## src/rtl/cb_fir_sequencer.sv

```systemverilog
// rtl/cb_fir_sequencer.sv - circular-buffer frame sequencer for the FIR datapath
// One write plus an NTAPW-word backwards read sweep per accepted sample, with MAC strobes delayed to match RAM read latency.
module cb_fir_sequencer #(
  parameter int NTAPW  = 1024,
  parameter int RD_LAT = 3
) (
  input  logic        clock,
  input  logic        reset,
  input  logic [17:0] xin,
  input  logic        xin_valid,
  output logic        xin_ready,
  output logic [17:0] ram_din,
  output logic        ram_wen,
  output logic [11:0] ram_addr,
  output logic [11:0] coef_addr,
  output logic        mac_valid,
  output logic        mac_first,
  output logic        mac_last,
  output logic [1:0]  mac_phase,
  output logic        done,
  output logic        busy,
  output logic        overrun
);

  typedef enum logic [1:0] {S_IDLE, S_WRITE, S_READ, S_DRAIN} state_t;

  localparam logic [12:0] LAST_IDX = 13'(NTAPW - 1);

  state_t             state;
  logic [13:0]        scnt;
  logic [13:0]        scnt_inc;
  logic [11:0]        w;
  logic [12:0]        idx;
  logic [12:0]        idx_nxt;
  logic               iss_v;
  logic               iss_f;
  logic               iss_l;
  logic [RD_LAT-1:0]  pv;
  logic [RD_LAT-1:0]  pf;
  logic [RD_LAT-1:0]  pl;

  assign scnt_inc  = scnt + 14'd1;
  assign idx_nxt   = idx + 13'd1;
  assign mac_valid = pv[RD_LAT-1];
  assign mac_first = pf[RD_LAT-1];
  assign mac_last  = pl[RD_LAT-1];

  always_ff @(posedge clock) begin
    if (!reset) begin
      state     <= S_IDLE;
      scnt      <= '0;
      w         <= '0;
      idx       <= '0;
      iss_v     <= 1'b0;
      iss_f     <= 1'b0;
      iss_l     <= 1'b0;
      pv        <= '0;
      pf        <= '0;
      pl        <= '0;
      xin_ready <= 1'b1;
      ram_din   <= '0;
      ram_wen   <= 1'b0;
      ram_addr  <= '0;
      coef_addr <= '0;
      mac_phase <= '0;
      done      <= 1'b0;
      busy      <= 1'b0;
      overrun   <= 1'b0;
    end else begin
      ram_wen <= 1'b0;
      done    <= 1'b0;
      if (xin_valid && !xin_ready)
        overrun <= 1'b1;

      // Issue flags ride alongside ram_addr, then age RD_LAT cycles to meet rdout.
      pv <= RD_LAT'({pv, iss_v});
      pf <= RD_LAT'({pf, iss_f});
      pl <= RD_LAT'({pl, iss_l});

      case (state)
        S_IDLE: begin
          if (xin_valid) begin
            ram_din   <= xin;
            ram_wen   <= 1'b1;
            xin_ready <= 1'b0;
            busy      <= 1'b1;
            state     <= S_WRITE;
          end
        end
        S_WRITE: begin
          scnt      <= scnt_inc;
          w         <= scnt_inc[13:2];
          mac_phase <= scnt[1:0];
          ram_addr  <= scnt_inc[13:2];
          coef_addr <= '0;
          idx       <= '0;
          iss_v     <= 1'b1;
          iss_f     <= 1'b1;
          iss_l     <= (LAST_IDX == 13'd0);
          state     <= S_READ;
        end
        S_READ: begin
          if (idx == LAST_IDX) begin
            iss_v <= 1'b0;
            iss_f <= 1'b0;
            iss_l <= 1'b0;
            state <= S_DRAIN;
          end else begin
            idx       <= idx_nxt;
            ram_addr  <= w - idx_nxt[11:0];
            coef_addr <= idx_nxt[11:0];
            iss_f     <= 1'b0;
            iss_l     <= (idx_nxt == LAST_IDX);
          end
        end
        S_DRAIN: begin
          // mac_last is always seen here: it trails the final READ cycle by RD_LAT >= 1.
          if (mac_last) begin
            done      <= 1'b1;
            xin_ready <= 1'b1;
            busy      <= 1'b0;
            state     <= S_IDLE;
          end
        end
        default: state <= S_IDLE;
      endcase
    end
  end

endmodule

```

## config.mk

```make
export PLATFORM = sky130hd
export DESIGN_NAME = cb_fir_sequencer
export DESIGN_NICKNAME = d
export VERILOG_FILES = /design/src/rtl/cb_fir_sequencer.sv
export SDC_FILE = /design/constraint.sdc
export NUM_CORES = 1
export LEC_CHECK = 0
export ABC_AREA = 1
export BUFFER_PORTS_ARGS = -buffer_cell sky130_fd_sc_hd__buf_2
export CAP_MARGIN = 15
export CORE_ASPECT_RATIO = 1.5
export CORE_MARGIN = 1
export CORE_UTILIZATION = 35
export DETAILED_ROUTE_END_ITERATION = 7
export PLACE_DENSITY = 0.55
export SYNTH_ARGS = -nofsm -noshare
export SYNTH_HDL_FRONTEND = slang
export SYNTH_SLANG_ARGS = --single-unit
```

## constraint.sdc

```tcl
create_clock -name clock -period 2.2 [get_ports clock]
set_input_delay 0.44 -clock clock [delete_from_list [all_inputs] [get_ports clock]]
set_output_delay 0.44 -clock clock [all_outputs]
set_load 0.02 [all_outputs]
```

==> impl_metrics.toml <==
[status]
run_status = "finished with violations"
violations = "negative setup slack"

[clock_tree]
insertion_delay_ps = 350
cts-root-buf = "clkbuf_16"
htree_levels = 3
tritoncts = "yes"
cts_sinks = 78
clkTransAtPathRegs_ps = 60
cts_max_path_buffers = 2
cts_buffers = 9

[setup_path]
arrival_ps = 2640
cp-endpoint = "ram_addr[10]"
worstPathMaxFanout = 4
crit_type = "register to register"
crit_start = "coef_addr[0]"
rr_startpoint = "coef_addr[0]"
cp.required_ps = 2420
timing.rr.end = "ram_addr[10]"
ff2ff_path_depth = 15
startpoint_type = "register"
worstSetupEndpointType = "register"
rrSetupSlack_ps = -220

[power]
p_leak_nw = 2.67
peakVddDrop_mv = 0.598
total_power_w = 0.00851
power.density_mw_per_mm2 = 1550

[sta]
tightestPinTransition_ps = 547
fin_crit_ps = 2420
min_period_over_period_pct = 110
rsz0062_at_grt = "yes"
hold_viol = 0
fmax_mhz = 413
setup_viol = 5
finalClockSkew_ps = 7.93
fin_ws_ps = -223
maxSlewHeadroom_pct = 63.2
maxSlewViolCount = 0
setup-tns-final_ps = -513

[routing]
wl_per_cell_um = 14.6
drc = 0
drtAntennaViolNets = 0
vias = 3953
dr.pass1.iters = 4
first_iter_violations = 137
vias_per_cell = 4.88
wl_mm = 11.8

[logic_synthesis]
syn_area_mm2 = 0.00401
syn_inst = 549
synth_top_cell_by_area = "dfxtp_1"
ys_seq_area_share_pct = 38.9
synth_top_area_share_pct = 38.9
ys_seq_elements = 78
syn-num-nets = 588
ys_types = 41
syn_avg_cell_area_um2 = 7.31
yosys_warnings = 0
synth.area.top_cells = "dfxtp_1 (39%), nand2_1 (7.5%), inv_1 (6.9%)"

[floorplanning]
coreArea_mm2 = 0.0111
start_util_pct = 36.1
fp.dieH_um = 133
pin_count = 73
num_rows = 47
die_area_mm2 = 0.0119
die_w_um = 89.4

[global_routing]
overflow = 0
grt_pass1_wl_mm = 18.4
grtUsageTotal_pct = 20.5
grt_pass1_vias = 3870
antenna_found_initial = 0
grt_max_degree = 54

[cells_and_area]
final_nets = 697
drive_gt1_share_pct = 32.0
area_growth_pct = 36.8
num_antenna_cells = 0

[placement]
portBuffers = 72
hpwl_mm = 8.19
gp_congestion = 0.948

[worst_hold_path]
holdCritPathClass = "input pin to register"

[flow_run]
cap_violations = 0
[power breakdown]
part,internal (W),switching [W],total (W)
Combinational,0.00193,0.00276,0.00469
Sequential,0.00184,0.000339,0.00218
Clock,0.00102,0.000624,0.00164
Total,0.00479,0.00372,0.00851
[metal layers]
| metal | GRT usage (%) | vias to the layer above | part of all wire (%) |
|---|---|---|---|
| met5 | 0 | - | 0 |
| met3 | 4.21 | 31 | 3.6 |
| met2 | 37.5 | 92 | 53 |
| li1 | - | 1987 | - |
| met1 | 21.9 | 1843 | 40 |
| met4 | 9.17 | 0 | 3.3 |
[flip-flops by register name, summed over array words and instances, names as in the netlist, 3 cells and up]
name       cells
ram_din       18
scnt          14
ram_addr      12
coef_addr     11
pf             3
pl             3
pv             3
[worst min path at each step]
stage | startpoint | endpoint | slack (ps) | cells after the start
final | xin[11] | ram_din[11] | 350 | 3
after global routing | xin[7] | ram_din[7] | 360 | 3
after CTS | xin[11] | ram_din[11] | 340 | 3
after detailed placement | pv[1] | pv[2] | 400 | 2
after global placement | pv[1] | pv[2] | 390 | 2
after floorplan | pf[0] | pf[1] | 390 | 2
[critical path, cell delays in order (launching register included)]
cell,delay (ps)
dfxtp_4,370
nand2_4,60
nor2_4,130
nand2_4,80
nor3_4,240
buf_4,170
xor2_4,200
ha_4,240
nand2_1,70
nand2_1,90
nand3_1,100
nand4_1,140
xor2_1,180
nand2_1,60
o21ai_1,80
a21oi_1,70
[timing repair]
item	in CTS	in global routing
pin swaps	22	31
resized for setup	26	31
endpoints found under the setup margin	7	10
setup buffers	7	6
hold buffers	0	0
[logic make-up (layout without fill, tap and decap cells)]
kind of cell / count (synthesis) / count (layout) / share of synthesized area, %
AO/OA/AOI/OAI: 114 / 114 / 15.7
buffers and inverters: 109 / 223 / 11.9
multiplexers: 1 / 1 / 0.250
adder cells (fa/ha/maj): 18 / 18 / 5.80
XOR/XNOR: 25 / 25 / 5.46
AND/OR/NAND/NOR: 204 / 204 / 22.0
flip-flops: 78 / 78 / 38.9
[cell usage in the layout, fill, tap and decap left out, types with 2 or more instances in the layout]
cell type,n
buf_4,57
xnor2_1,2
xor2_2,3
nor3_2,3
clkbuf_16,10
inv_6,2
dfxtp_4,3
nand2_2,7
nor3_1,6
nand3_2,3
ha_1,8
or2_2,3
a21oi_1,35
nand2_4,4
dfxtp_1,74
o21ai_1,5
nor2_1,68
nand2_1,72
inv_2,6
nor2_4,4
a211oi_1,3
buf_2,72
o21ai_0,49
a21oi_2,4
a221oi_1,2
clkbuf_8,2
nor3_4,2
a31oi_1,3
inv_1,69
xor2_1,17
nand4_1,7
o211ai_1,3
nor4_1,3
nand3_1,19
a211oi_2,2
ha_4,9
[synth_stat cells, drive strengths merged]
| cell type | count |
|---|---|
| o22ai | 2 |
| clkinv | 1 |
| o21ai | 55 |
| a21oi | 39 |
| clkbuf | 14 |
| xnor2 | 4 |
| nor4 | 3 |
| nor3 | 11 |
| fa | 1 |
| a221oi | 2 |
| inv | 76 |
| nor2 | 73 |
| dfxtp | 78 |
| a31oi | 4 |
| o211ai | 3 |
| o21a | 1 |
| o221ai | 1 |
| or2 | 3 |
| nand2 | 83 |
| mux2i | 1 |
| a211oi | 5 |
| ha | 17 |
| nand4 | 8 |
| o21bai | 1 |
| nand3 | 23 |
| buf | 18 |
| a31o | 1 |
| xor2 | 21 |
[final cells by class]
type                       count  area [µm²]
tap                          147         184
multi-input combinational    362        2310
inverter                      77         292
sequential                    78        1570
clock inverter                 3        47.5
fill                        1105        5630
timing repair buffer         130         800
clock buffer                  13         282
[stage by stage]
step           hold WS (ps)  util [%]  cells  setup WS, ps  cell area, µm²
2_1_floorplan           390         -    549         -43.1            4070
3_3_place_gp            395      42.9    781          -176            4760
3_5_place_dp            399      42.9    781          -252            4760
4_1_cts                 339      47.3    804          -158            5260
5_1_grt                 361      49.4    810          -350            5490
6_report                347      49.4    810          -223            5490
(Power assumes the default switching activity.)
